File: config.mk
export PLATFORM = sky130hd
export DESIGN_NAME = pipeline_hazard_unit
export DESIGN_NICKNAME = d
export VERILOG_FILES = /design/src/rtl/pipeline_hazard_unit.sv
export SDC_FILE = /design/constraint.sdc
export NUM_CORES = 1
export LEC_CHECK = 0
export ABC_AREA = 1
export ABC_CLOCK_PERIOD_IN_PS = 1600
export CAP_MARGIN = 10
export CELL_PAD_IN_SITES_DETAIL_PLACEMENT = 0
export CELL_PAD_IN_SITES_GLOBAL_PLACEMENT = 2
export CORE_MARGIN = 2
export CORE_UTILIZATION = 26
export CTS_CLUSTER_DIAMETER = 40
export DETAILED_ROUTE_END_ITERATION = 10
export PLACE_DENSITY = 0.83
export SYNTH_ARGS = -nofsm -noshare
export SYNTH_HDL_FRONTEND = slang
export SYNTH_SLANG_ARGS = --single-unit
File: constraint.sdc
create_clock -name clk -period 1.6 [get_ports clk]
set_input_delay 0.16 -clock clk [delete_from_list [all_inputs] [get_ports clk]]
set_output_delay 0.16 -clock clk [all_outputs]
set_load 0.03 [all_outputs]
File: src/rtl/pipeline_hazard_unit.sv
// ---------------------------------------------------------------------------
// pipeline_hazard_unit
//
// Hazard and forwarding controller for the in-order pipeline
// (fetch, dec, op, ex, mem, wb, ...). The unit keeps a registered scoreboard
// of the destination registers of instructions past dec. From that scoreboard
// it:
//   - selects a forwarding source for each dec-stage operand, or
//   - inserts a RAW stall when the producer's result is not ready yet,
// and it also handles taken-branch flushes and multi-cycle EX stalls.
// A saturating counter of RAW-stall cycles is kept for performance
// measurement.
//
// Scoreboard slot k mirrors pipeline stage k+2:
//   slot 0 = op, slot 1 = ex, slot 2 = mem, ...
//
// Ports
//   clk             clock
//   reset           asynchronous, active-high reset
//   rs1_dec         dec-stage source register 1 (rs1_used_dec: it is read)
//   rs2_dec         dec-stage source register 2 (rs2_used_dec: it is read)
//   rd_dec          dec-stage destination register
//   rd_used_dec     dec instruction writes rd from the ALU
//   rd_memory_dec   dec instruction writes rd from memory (load)
//   branch_taken_ex taken branch/jump resolved in EX
//   ex_busy         multi-cycle EX unit has not finished
//   stall_clr       synchronous clear of stall_cycles
//   stage_ena       per-stage register enable (bit 0 = fetch, bit 1 = dec)
//   stage_nop       stage i hands a bubble to stage i+1
//   fwd_sel_rs1/2   0 = register file, k+1 = forward from slot k
//   stall_cycles    saturating count of RAW-stall cycles
//
// There are no handshakes. Every output is a combinational function of the
// scoreboard and the dec-stage inputs. fwd_sel_* is driven in every cycle;
// the consumer qualifies it with stage_ena[1].
// ---------------------------------------------------------------------------
module pipeline_hazard_unit #(
    parameter int REG_AW        = 5,
    parameter int PIPE_DEPTH    = 4,
    parameter int EX_SLOT       = 1,
    parameter int FWD_ENABLE    = 1,
    parameter int ALU_FWD_SLOT  = 1,
    parameter int LOAD_FWD_SLOT = 2,
    parameter int CNT_W         = 16,
    localparam int NSTAGE       = PIPE_DEPTH + 2,
    localparam int FW           = $clog2(PIPE_DEPTH + 1)
) (
    input  logic              clk,
    input  logic              reset,
    input  logic [REG_AW-1:0] rs1_dec,
    input  logic              rs1_used_dec,
    input  logic [REG_AW-1:0] rs2_dec,
    input  logic              rs2_used_dec,
    input  logic [REG_AW-1:0] rd_dec,
    input  logic              rd_used_dec,
    input  logic              rd_memory_dec,
    input  logic              branch_taken_ex,
    input  logic              ex_busy,
    input  logic              stall_clr,
    output logic [NSTAGE-1:0] stage_ena,
    output logic [NSTAGE-1:0] stage_nop,
    output logic [FW-1:0]     fwd_sel_rs1,
    output logic [FW-1:0]     fwd_sel_rs2,
    output logic [CNT_W-1:0]  stall_cycles
);

    // Effective pipeline condition for this cycle, highest priority first:
    // busy > branch > raw > normal.
    typedef enum logic [1:0] {
        MODE_NORMAL = 2'd0,
        MODE_RAW    = 2'd1,
        MODE_BRANCH = 2'd2,
        MODE_BUSY   = 2'd3
    } mode_e;

    // ---------------------------------------------------------------------
    // Scoreboard state
    // ---------------------------------------------------------------------
    logic [PIPE_DEPTH-1:0]             sb_valid;
    logic [PIPE_DEPTH-1:0]             sb_load;
    logic [PIPE_DEPTH-1:0][REG_AW-1:0] sb_rd;

    logic [PIPE_DEPTH-1:0]             nxt_valid;
    logic [PIPE_DEPTH-1:0]             nxt_load;
    logic [PIPE_DEPTH-1:0][REG_AW-1:0] nxt_rd;

    // Lookup results per source operand
    logic          rs1_hit;
    logic          rs1_ok;
    logic [FW-1:0] rs1_sel;
    logic          rs2_hit;
    logic          rs2_ok;
    logic [FW-1:0] rs2_sel;

    logic  raw_stall;
    logic  dec_writes;
    mode_e mode;

    // A result in slot k can be forwarded once the producer has advanced
    // far enough. Loads produce their data later than ALU operations.
    function automatic logic slot_fwd_ok(input int k, input logic is_load);
        return (FWD_ENABLE != 0) &&
               (k >= (is_load ? LOAD_FWD_SLOT : ALU_FWD_SLOT));
    endfunction

    // Returns {hit, forwardable, slot+1} for the youngest matching slot.
    // The loop runs from oldest to youngest, so the last match written
    // (lowest k) wins.
    function automatic logic [FW+1:0] lookup(
        input logic [REG_AW-1:0]             rs,
        input logic                          used,
        input logic [PIPE_DEPTH-1:0]         v,
        input logic [PIPE_DEPTH-1:0]         ld,
        input logic [PIPE_DEPTH-1:0][REG_AW-1:0] rd
    );
        logic          hit;
        logic          ok;
        logic [FW-1:0] sel;
        hit = 1'b0;
        ok  = 1'b0;
        sel = '0;
        for (int k = PIPE_DEPTH - 1; k >= 0; k--) begin
            if (used && (rs != '0) && v[k] && (rd[k] == rs)) begin
                hit = 1'b1;
                ok  = slot_fwd_ok(k, ld[k]);
                sel = FW'(k + 1);
            end
        end
        return {hit, ok, sel};
    endfunction

    // ---------------------------------------------------------------------
    // Dependency lookup and forwarding selection
    // ---------------------------------------------------------------------
    always_comb begin
        {rs1_hit, rs1_ok, rs1_sel} = lookup(rs1_dec, rs1_used_dec,
                                            sb_valid, sb_load, sb_rd);
        {rs2_hit, rs2_ok, rs2_sel} = lookup(rs2_dec, rs2_used_dec,
                                            sb_valid, sb_load, sb_rd);

        // A match whose data is not ready yet must stall. In that case the
        // select falls back to 0, because the value is not usable.
        fwd_sel_rs1 = rs1_ok ? rs1_sel : '0;
        fwd_sel_rs2 = rs2_ok ? rs2_sel : '0;
        raw_stall   = (rs1_hit && !rs1_ok) || (rs2_hit && !rs2_ok);
    end

    // Register 0 is hard-wired to zero, so it is never tracked.
    assign dec_writes = (rd_used_dec || rd_memory_dec) && (rd_dec != '0);

    // ---------------------------------------------------------------------
    // Condition priority
    // ---------------------------------------------------------------------
    always_comb begin
        mode = MODE_NORMAL;
        if (ex_busy) begin
            // A branch resolving in a stalled EX is not final yet.
            mode = MODE_BUSY;
        end else if (branch_taken_ex) begin
            // The instruction that would stall is flushed anyway.
            mode = MODE_BRANCH;
        end else if (raw_stall) begin
            mode = MODE_RAW;
        end
    end

    // ---------------------------------------------------------------------
    // Stage enables and bubbles
    // ---------------------------------------------------------------------
    always_comb begin
        stage_ena = '1;
        stage_nop = '0;
        unique case (mode)
            MODE_RAW: begin
                // Hold fetch and dec; send a bubble into op.
                stage_ena[0] = 1'b0;
                stage_ena[1] = 1'b0;
                stage_nop[1] = 1'b1;
            end
            MODE_BRANCH: begin
                // Squash the wrong-path instructions in fetch, dec and op.
                stage_nop[2:0] = 3'b111;
            end
            MODE_BUSY: begin
                // Freeze everything up to and including EX. The stages
                // behind EX keep draining, so EX sends a bubble forward.
                for (int i = 0; i < NSTAGE; i++) begin
                    if (i <= EX_SLOT + 2) begin
                        stage_ena[i] = 1'b0;
                    end
                end
                stage_nop[EX_SLOT+2] = 1'b1;
            end
            default: begin
            end
        endcase
    end

    // ---------------------------------------------------------------------
    // Scoreboard next state
    // ---------------------------------------------------------------------
    always_comb begin
        nxt_valid = '0;
        nxt_load  = '0;
        nxt_rd    = '0;

        // Baseline: advance one slot and accept the dec instruction.
        nxt_valid[0] = dec_writes;
        nxt_load[0]  = dec_writes && rd_memory_dec;
        nxt_rd[0]    = dec_writes ? rd_dec : '0;
        for (int k = 1; k < PIPE_DEPTH; k++) begin
            nxt_valid[k] = sb_valid[k-1];
            nxt_load[k]  = sb_load[k-1];
            nxt_rd[k]    = sb_rd[k-1];
        end

        unique case (mode)
            MODE_RAW: begin
                // dec is held, so op receives a bubble.
                nxt_valid[0] = 1'b0;
                nxt_load[0]  = 1'b0;
                nxt_rd[0]    = '0;
            end
            MODE_BRANCH: begin
                // Everything younger than the branch is squashed.
                for (int k = 0; k < PIPE_DEPTH; k++) begin
                    if (k <= EX_SLOT) begin
                        nxt_valid[k] = 1'b0;
                        nxt_load[k]  = 1'b0;
                        nxt_rd[k]    = '0;
                    end
                end
            end
            MODE_BUSY: begin
                // The frozen stages keep their entries. The slot after EX
                // takes the bubble, and older slots continue to drain.
                for (int k = 0; k < PIPE_DEPTH; k++) begin
                    if (k <= EX_SLOT) begin
                        nxt_valid[k] = sb_valid[k];
                        nxt_load[k]  = sb_load[k];
                        nxt_rd[k]    = sb_rd[k];
                    end else if (k == EX_SLOT + 1) begin
                        nxt_valid[k] = 1'b0;
                        nxt_load[k]  = 1'b0;
                        nxt_rd[k]    = '0;
                    end
                end
            end
            default: begin
            end
        endcase
    end

    // ---------------------------------------------------------------------
    // State registers
    // ---------------------------------------------------------------------
    always_ff @(posedge clk or posedge reset) begin
        if (reset) begin
            sb_valid <= '0;
            sb_load  <= '0;
            sb_rd    <= '0;
        end else begin
            sb_valid <= nxt_valid;
            sb_load  <= nxt_load;
            sb_rd    <= nxt_rd;
        end
    end

    // Only stalls that actually take effect are counted. A RAW condition
    // hidden behind busy or branch does not count. A clear takes priority.
    always_ff @(posedge clk or posedge reset) begin
        if (reset) begin
            stall_cycles <= '0;
        end else if (stall_clr) begin
            stall_cycles <= '0;
        end else if ((mode == MODE_RAW) && (stall_cycles != '1)) begin
            stall_cycles <= stall_cycles + CNT_W'(1);
        end
    end

endmodule

==> impl_metrics.tcl, run 1 <==
set metrics [dict create \
    crit_arrival_ns 1.76 \
    finalHoldViolCount 0 \
    syn2layout_area_growth_pct 54.30 \
    antenna_cells 0 \
    dp.cells 616 \
    grt_pass1_vias 2977 \
    routed_wl_um 8719 \
    nNetsFinal 519 \
    grt_pass1_wl_um 14510 \
    postSynth.topFlopCell "dfrtp_1" \
    cts-root-buf "clkbuf_8" \
    place_congestion 0.9256 \
    holdCritPathClass "primary input to asynchronous set/reset pin" \
    timing.final.ws_setup_ns -0.3226 \
    grt_max_degree 43 \
    max_freq_ghz 0.5201 \
    grt_setup_unrepaired "true" \
    clkSlewWorstSetupHoldPaths_ns 0.09 \
    critPathKind "flop to primary output" \
    yosys_warnings 0 \
    vias_per_cell 4.485 \
    startpoint "sb_rd[3]$_DFFE_PP0N_" \
    h-tree-depth 2 \
    ctsHoldBuffers 0 \
    finalNonFillerCells 631 \
    final_layout_size_suffix_gt1_frac 0.3596 \
    ys_seq_area_frac 0.3823 \
    synth_area_um2 2749 \
    die_h_um 106.8 \
    p_per_area_nw_per_um2 573.2 \
    fin_area_um2 4242 \
    synth-edff-count 0 \
    cap_violations 0 \
    tns_ns -5.806 \
    die_area_um2 11410 \
    cts_inserted_buffers 5 \
    reg2reg_from "sb_rd[4]$_DFFE_PP0N_" \
    portBuffers 53 \
    hold_ws_ns 0.2119 \
    start_util 0.2675 \
    syn_avg_cell_area_um2 7.234 \
    leakage_nw 2.194 \
    run_status "complete, but fails checks" \
    gr-total-overflow 0 \
    detail_route.wl_per_cell_um 13.82 \
    clock-sinks 42 \
    finClkSkew_ns 0.006260 \
    cts_tree "built" \
    drtIter0Drc 109 \
    antenna_found_initial 0 \
    via_count 2830 \
    worst-path-max-fanout 3 \
    ir_drop_uv 300.8 \
    route.detailed.drc 0 \
    final_max_slew_viol_count 0 \
    synth.distinct_cells 32 \
    ys_seq_elements 42 \
    async_flop_share 1.000 \
    max-clock-path-buffers 2 \
    core_um2 10280 \
    clk-insertion-delay-late_ns 0.30 \
    syn_inst 380 \
    start_kind "flop" \
    place_area_um2 3846 \
    rows 37 \
    ios 58 \
    period_needed_ns 1.923 \
    die_x_um 106.8 \
    violations "negative setup slack" \
    setup_violations 28 \
    worst_setup_path_end_kind "primary output" \
    hpwl_um 6394 \
    dr.pass1.iters 4 \
    fin_util 0.4127 \
    track_usage 0.1609 \
    cp_data_required_time_ns 1.44 \
    postRouteAntennaNets 0 \
    post-route-period-util 1.202 \
]
synth_stat cells, drive strengths merged, types with 4 or more instances:
library cell	count	area, um2
a21oi	5	25.02
buf	17	108.9
clkbuf	4	15.01
dfrtp	42	1051
inv	58	217.7
nand2	86	340.3
nand3	36	192.7
nand4	23	143.9
nor2	43	188.9
nor3	7	46.30
o21ai	15	75.07
o22ai	10	62.56
xnor2	9	78.83
xor2	17	148.9
metal layers:
layer	share of wire	global-route usage	vias up
met5	0	0	-
met4	0.017	0.04917	0
met3	0.036	0.02553	11
met2	0.51	0.2875	58
met1	0.44	0.1983	1328
li1	-	-	1433
state kept, by name, indices dropped and copies added, names as in the netlist:
| name | flops |
|---|---|
| nxt_rd | 5 |
| sb_rd | 15 |
| sb_load | 2 |
| stall_cycles | 16 |
| sb_valid | 4 |
per-stage QoR:
stage	worst slack [ns]	total power, mW
floorplan	-0.2046	1.399
global placement	-0.5456	1.630
detailed placement	-0.5599	1.634
CTS	-0.3383	2.420
global route	-0.4130	2.546
finish	-0.3226	2.431
final timing paths:
kind                                               endpoint  slack (ns)  depth (start not counted)
worst max-delay path                           stage_ena[0]       -0.32                          9
worst min-delay path                   sb_rd[9]$_DFFE_PP0N_        0.21                          3
worst max register to register  stall_cycles[2]$_DFFE_PP0P_       -0.19                         10
worst min register to register          sb_rd[16]$_DFF_PP0_        0.43                          0
max in group asynchronous       stall_cycles[0]$_DFFE_PP0P_        1.15                          3
min in group clk                        sb_rd[16]$_DFF_PP0_        0.43                          0
power by group:
part	leakage [nW]	total (mW)	switching [mW]	internal [mW]
Clock	0.0472	0.757	0.410	0.348
Combinational	1.58	0.545	0.304	0.241
Sequential	0.570	1.13	0.0307	1.10
layout by cell type (no fill, tap or decap), drive strengths merged:
master and count:
o22ai 10, xor2 17, nor2 43, dfrtp 42, xnor2 9, nor3 7, o21ai 15, o2111ai 1
clkinv 2, nand2 86, clkinvlp 1, nand4 23, inv 58, clkdlybuf4s50 14, buf 86, conb 4
dlymetal6s2s 1, ha 1, o211ai 1, clkbuf 6, nor3b 1, dlygate4sd2 24, a21oi 5, nand3 37
nor4 1
area by class of cell:
type,instances,area (um2)
clock buffer,6,82.58
clock inverter,2,12.51
fill,1090,6036
inverter,59,221.5
multi-input combinational,261,1632
sequential,42,1056
tap,136,170.2
timing repair buffer,125,1067
repair_timing:
item,4_1_cts,5_1_grt
pin swaps,11,14
gates resized for setup,52,44
setup buffers,1,5
gates cloned,1,0
endpoints found under the setup margin,46,33
logic make-up (layout without fill, tap and decap cells):
group,Yosys count,in the layout,share of synthesized area
compound gates,32,32,0.06509
xor+xnor,26,26,0.08284
fa+ha+maj,1,1,0.004551
buf+inv,80,192,0.1256
flops,42,42,0.3823
other cells,2,4,0.002732
simple gates,197,198,0.3368
critical path, stage by stage, from the launching register on:
cell and delay [ns]:
dfrtp_1 0.40, buf_4 0.14, o21ai_1 0.15, nor3_2 0.06, nand2_1 0.13, nand2_2 0.12, inv_2 0.09, nand2_4 0.06
o21ai_4 0.15, buf_6 0.15
Power figures use the tool's default switching activity.
==> run 2, diff against run 1 <==
ABC_CLOCK_PERIOD_IN_PS = 2360   (was 1600)
CORE_UTILIZATION = 31   (was 26)
PLACE_DENSITY = 0.92   (was 0.83)
clock period = 2.36 ns   (was 1.6 ns; I/O delays follow)
==> impl_metrics.tcl, run 2 (synthesis results as in run 1) <==
set metrics [dict create \
    antenna_cells 0 \
    cts-root-buf "clkbuf_8" \
    tns_ns 0 \
    cp_data_required_time_ns 2.12 \
    final_layout_size_suffix_gt1_frac 0.1070 \
    start_kind "primary input" \
    final_common_cell "nand2_1" \
    final_cell_mix "80 x nand2_1, 49 x inv_1, 42 x dfrtp_1, 41 x clkdlybuf4s50_1, 38 x nor2_1" \
    track_usage 0.1633 \
    grt_setup_unrepaired "false" \
    dr.pass1.iters 4 \
    die_area_um2 9636 \
    largest_reg_flops 16 \
    syn2layout_area_growth_pct 26.17 \
    core_um2 8678 \
    ir_drop_uv 193.4 \
    dpl_worst_slack_ns 0.1114 \
    hold_ws_ns 0.3784 \
    clkSlewWorstSetupHoldPaths_ns 0.08 \
    antenna_found_initial 0 \
    max-clock-path-buffers 2 \
    ctsHoldBuffers 0 \
    cap_violations 0 \
    nNetsFinal 454 \
    max_flop_register "stall_cycles" \
    cts_tree "built" \
    place_area_um2 3348 \
    drtIter0Drc 101 \
    finalHoldViolCount 0 \
    finClkSkew_ns 0.004132 \
    grt_pass1_vias 2566 \
    grt_pass1_wl_um 12630 \
    p_per_area_nw_per_um2 467.7 \
    setup_violations 0 \
    holdCritPathClass "primary input to asynchronous set/reset pin" \
    portBuffers 53 \
    postCtsSetupBuffers 0 \
    postRouteAntennaNets 0 \
    crit_arrival_ns 1.98 \
    max_freq_ghz 0.4504 \
    route.detailed.drc 0 \
    die_h_um 98.17 \
    finalNonFillerCells 538 \
    leakage_nw 1.774 \
    p_total_mw 1.622 \
    hpwl_um 5758 \
    clock-sinks 42 \
    fin_util 0.3997 \
    timing.final.ws_setup_ns 0.1399 \
    worstRegToRegCells 11 \
    critPathKind "primary input to primary output" \
    run_status "complete, no violations" \
    start_util 0.3168 \
    ios 58 \
    worst-path-max-fanout 5 \
    die_x_um 98.17 \
    routed_wl_um 7603 \
    detail_route.wl_per_cell_um 14.13 \
    period_needed_ns 2.220 \
    vias_per_cell 4.766 \
    post-route-period-util 0.9407 \
    gr-total-overflow 0 \
    final_max_slew_viol_count 0 \
    cts_resized 0 \
    dp.cells 530 \
    fin_area_um2 3468 \
    clk-insertion-delay-late_ns 0.30 \
    cts_inserted_buffers 5 \
    via_count 2564 \
    rows 34 \
    h-tree-depth 2 \
    worstMarginPinSlew_ns 0.5646 \
    grt_max_degree 43 \
    slew_headroom 0.6236 \
    worst_setup_path_end_kind "primary output" \
    place_congestion 0.8740 \
]
run 2: cell count changes in the layout (fill, tap and decap cells not counted), sizes merged:
cell / change
nand3: -1
dlygate4sd2: -24
clkinv: -1
dlymetal6s2s: +2
buf: -69
clkdlybuf4s50: +27
bufinv: +1
run 2: cell type report:
type | instances | area, um2
Fill cell | 949 | 5210
Multi-Input combinational cell | 260 | 1363
Sequential cell | 42 | 1051
Timing Repair Buffer | 61 | 588.1
Inverter | 59 | 221.5
Tap cell | 108 | 135.1
Clock buffer | 6 | 72.57
Clock inverter | 2 | 37.54
run 2: path summary, 6_finish.rpt:
path | from | end | slack (ns)
worst max-delay path | rs1_dec[4] | stage_ena[1] | 0.14
worst min-delay path | reset | stall_cycles[3]$_DFFE_PP0P_ | 0.38
worst max register to register | stall_cycles[0]$_DFFE_PP0P_ | stall_cycles[0]$_DFFE_PP0P_ | 0.36
worst min register to register | nxt_rd[16]$_DFF_PP0_ | sb_rd[16]$_DFF_PP0_ | 0.43
max in group asynchronous | reset | sb_rd[0]$_DFFE_PP0N_ | 1.60
min in group clk | nxt_rd[16]$_DFF_PP0_ | sb_rd[16]$_DFF_PP0_ | 0.43
run 2: layer usage:
metal,up-vias,wire (um),GRT usage
met5,-,0,0
met4,0,141,0.04531
met3,11,368,0.03221
met2,65,3653,0.2824
met1,1185,3439,0.2087
li1,1303,-,-
run 2: where the power goes:
group	internal (mW)	leakage [nW]	switching (mW)	total [mW]
registers	0.744	0.576	0.0233	0.767
logic	0.104	1.15	0.166	0.270
clock network	0.316	0.0514	0.268	0.584
total	1.16	1.77	0.458	1.62
run 2: critical path, cell delays in order:
cell,delay [ns]
clkdlybuf4s50_1,0.52
buf_4,0.17
nand2_1,0.05
nand2_1,0.07
nand2_1,0.08
nor2_1,0.15
nand4_1,0.09
nand2_1,0.17
inv_1,0.07
nand2_2,0.11
o21ai_1,0.08
buf_4,0.17
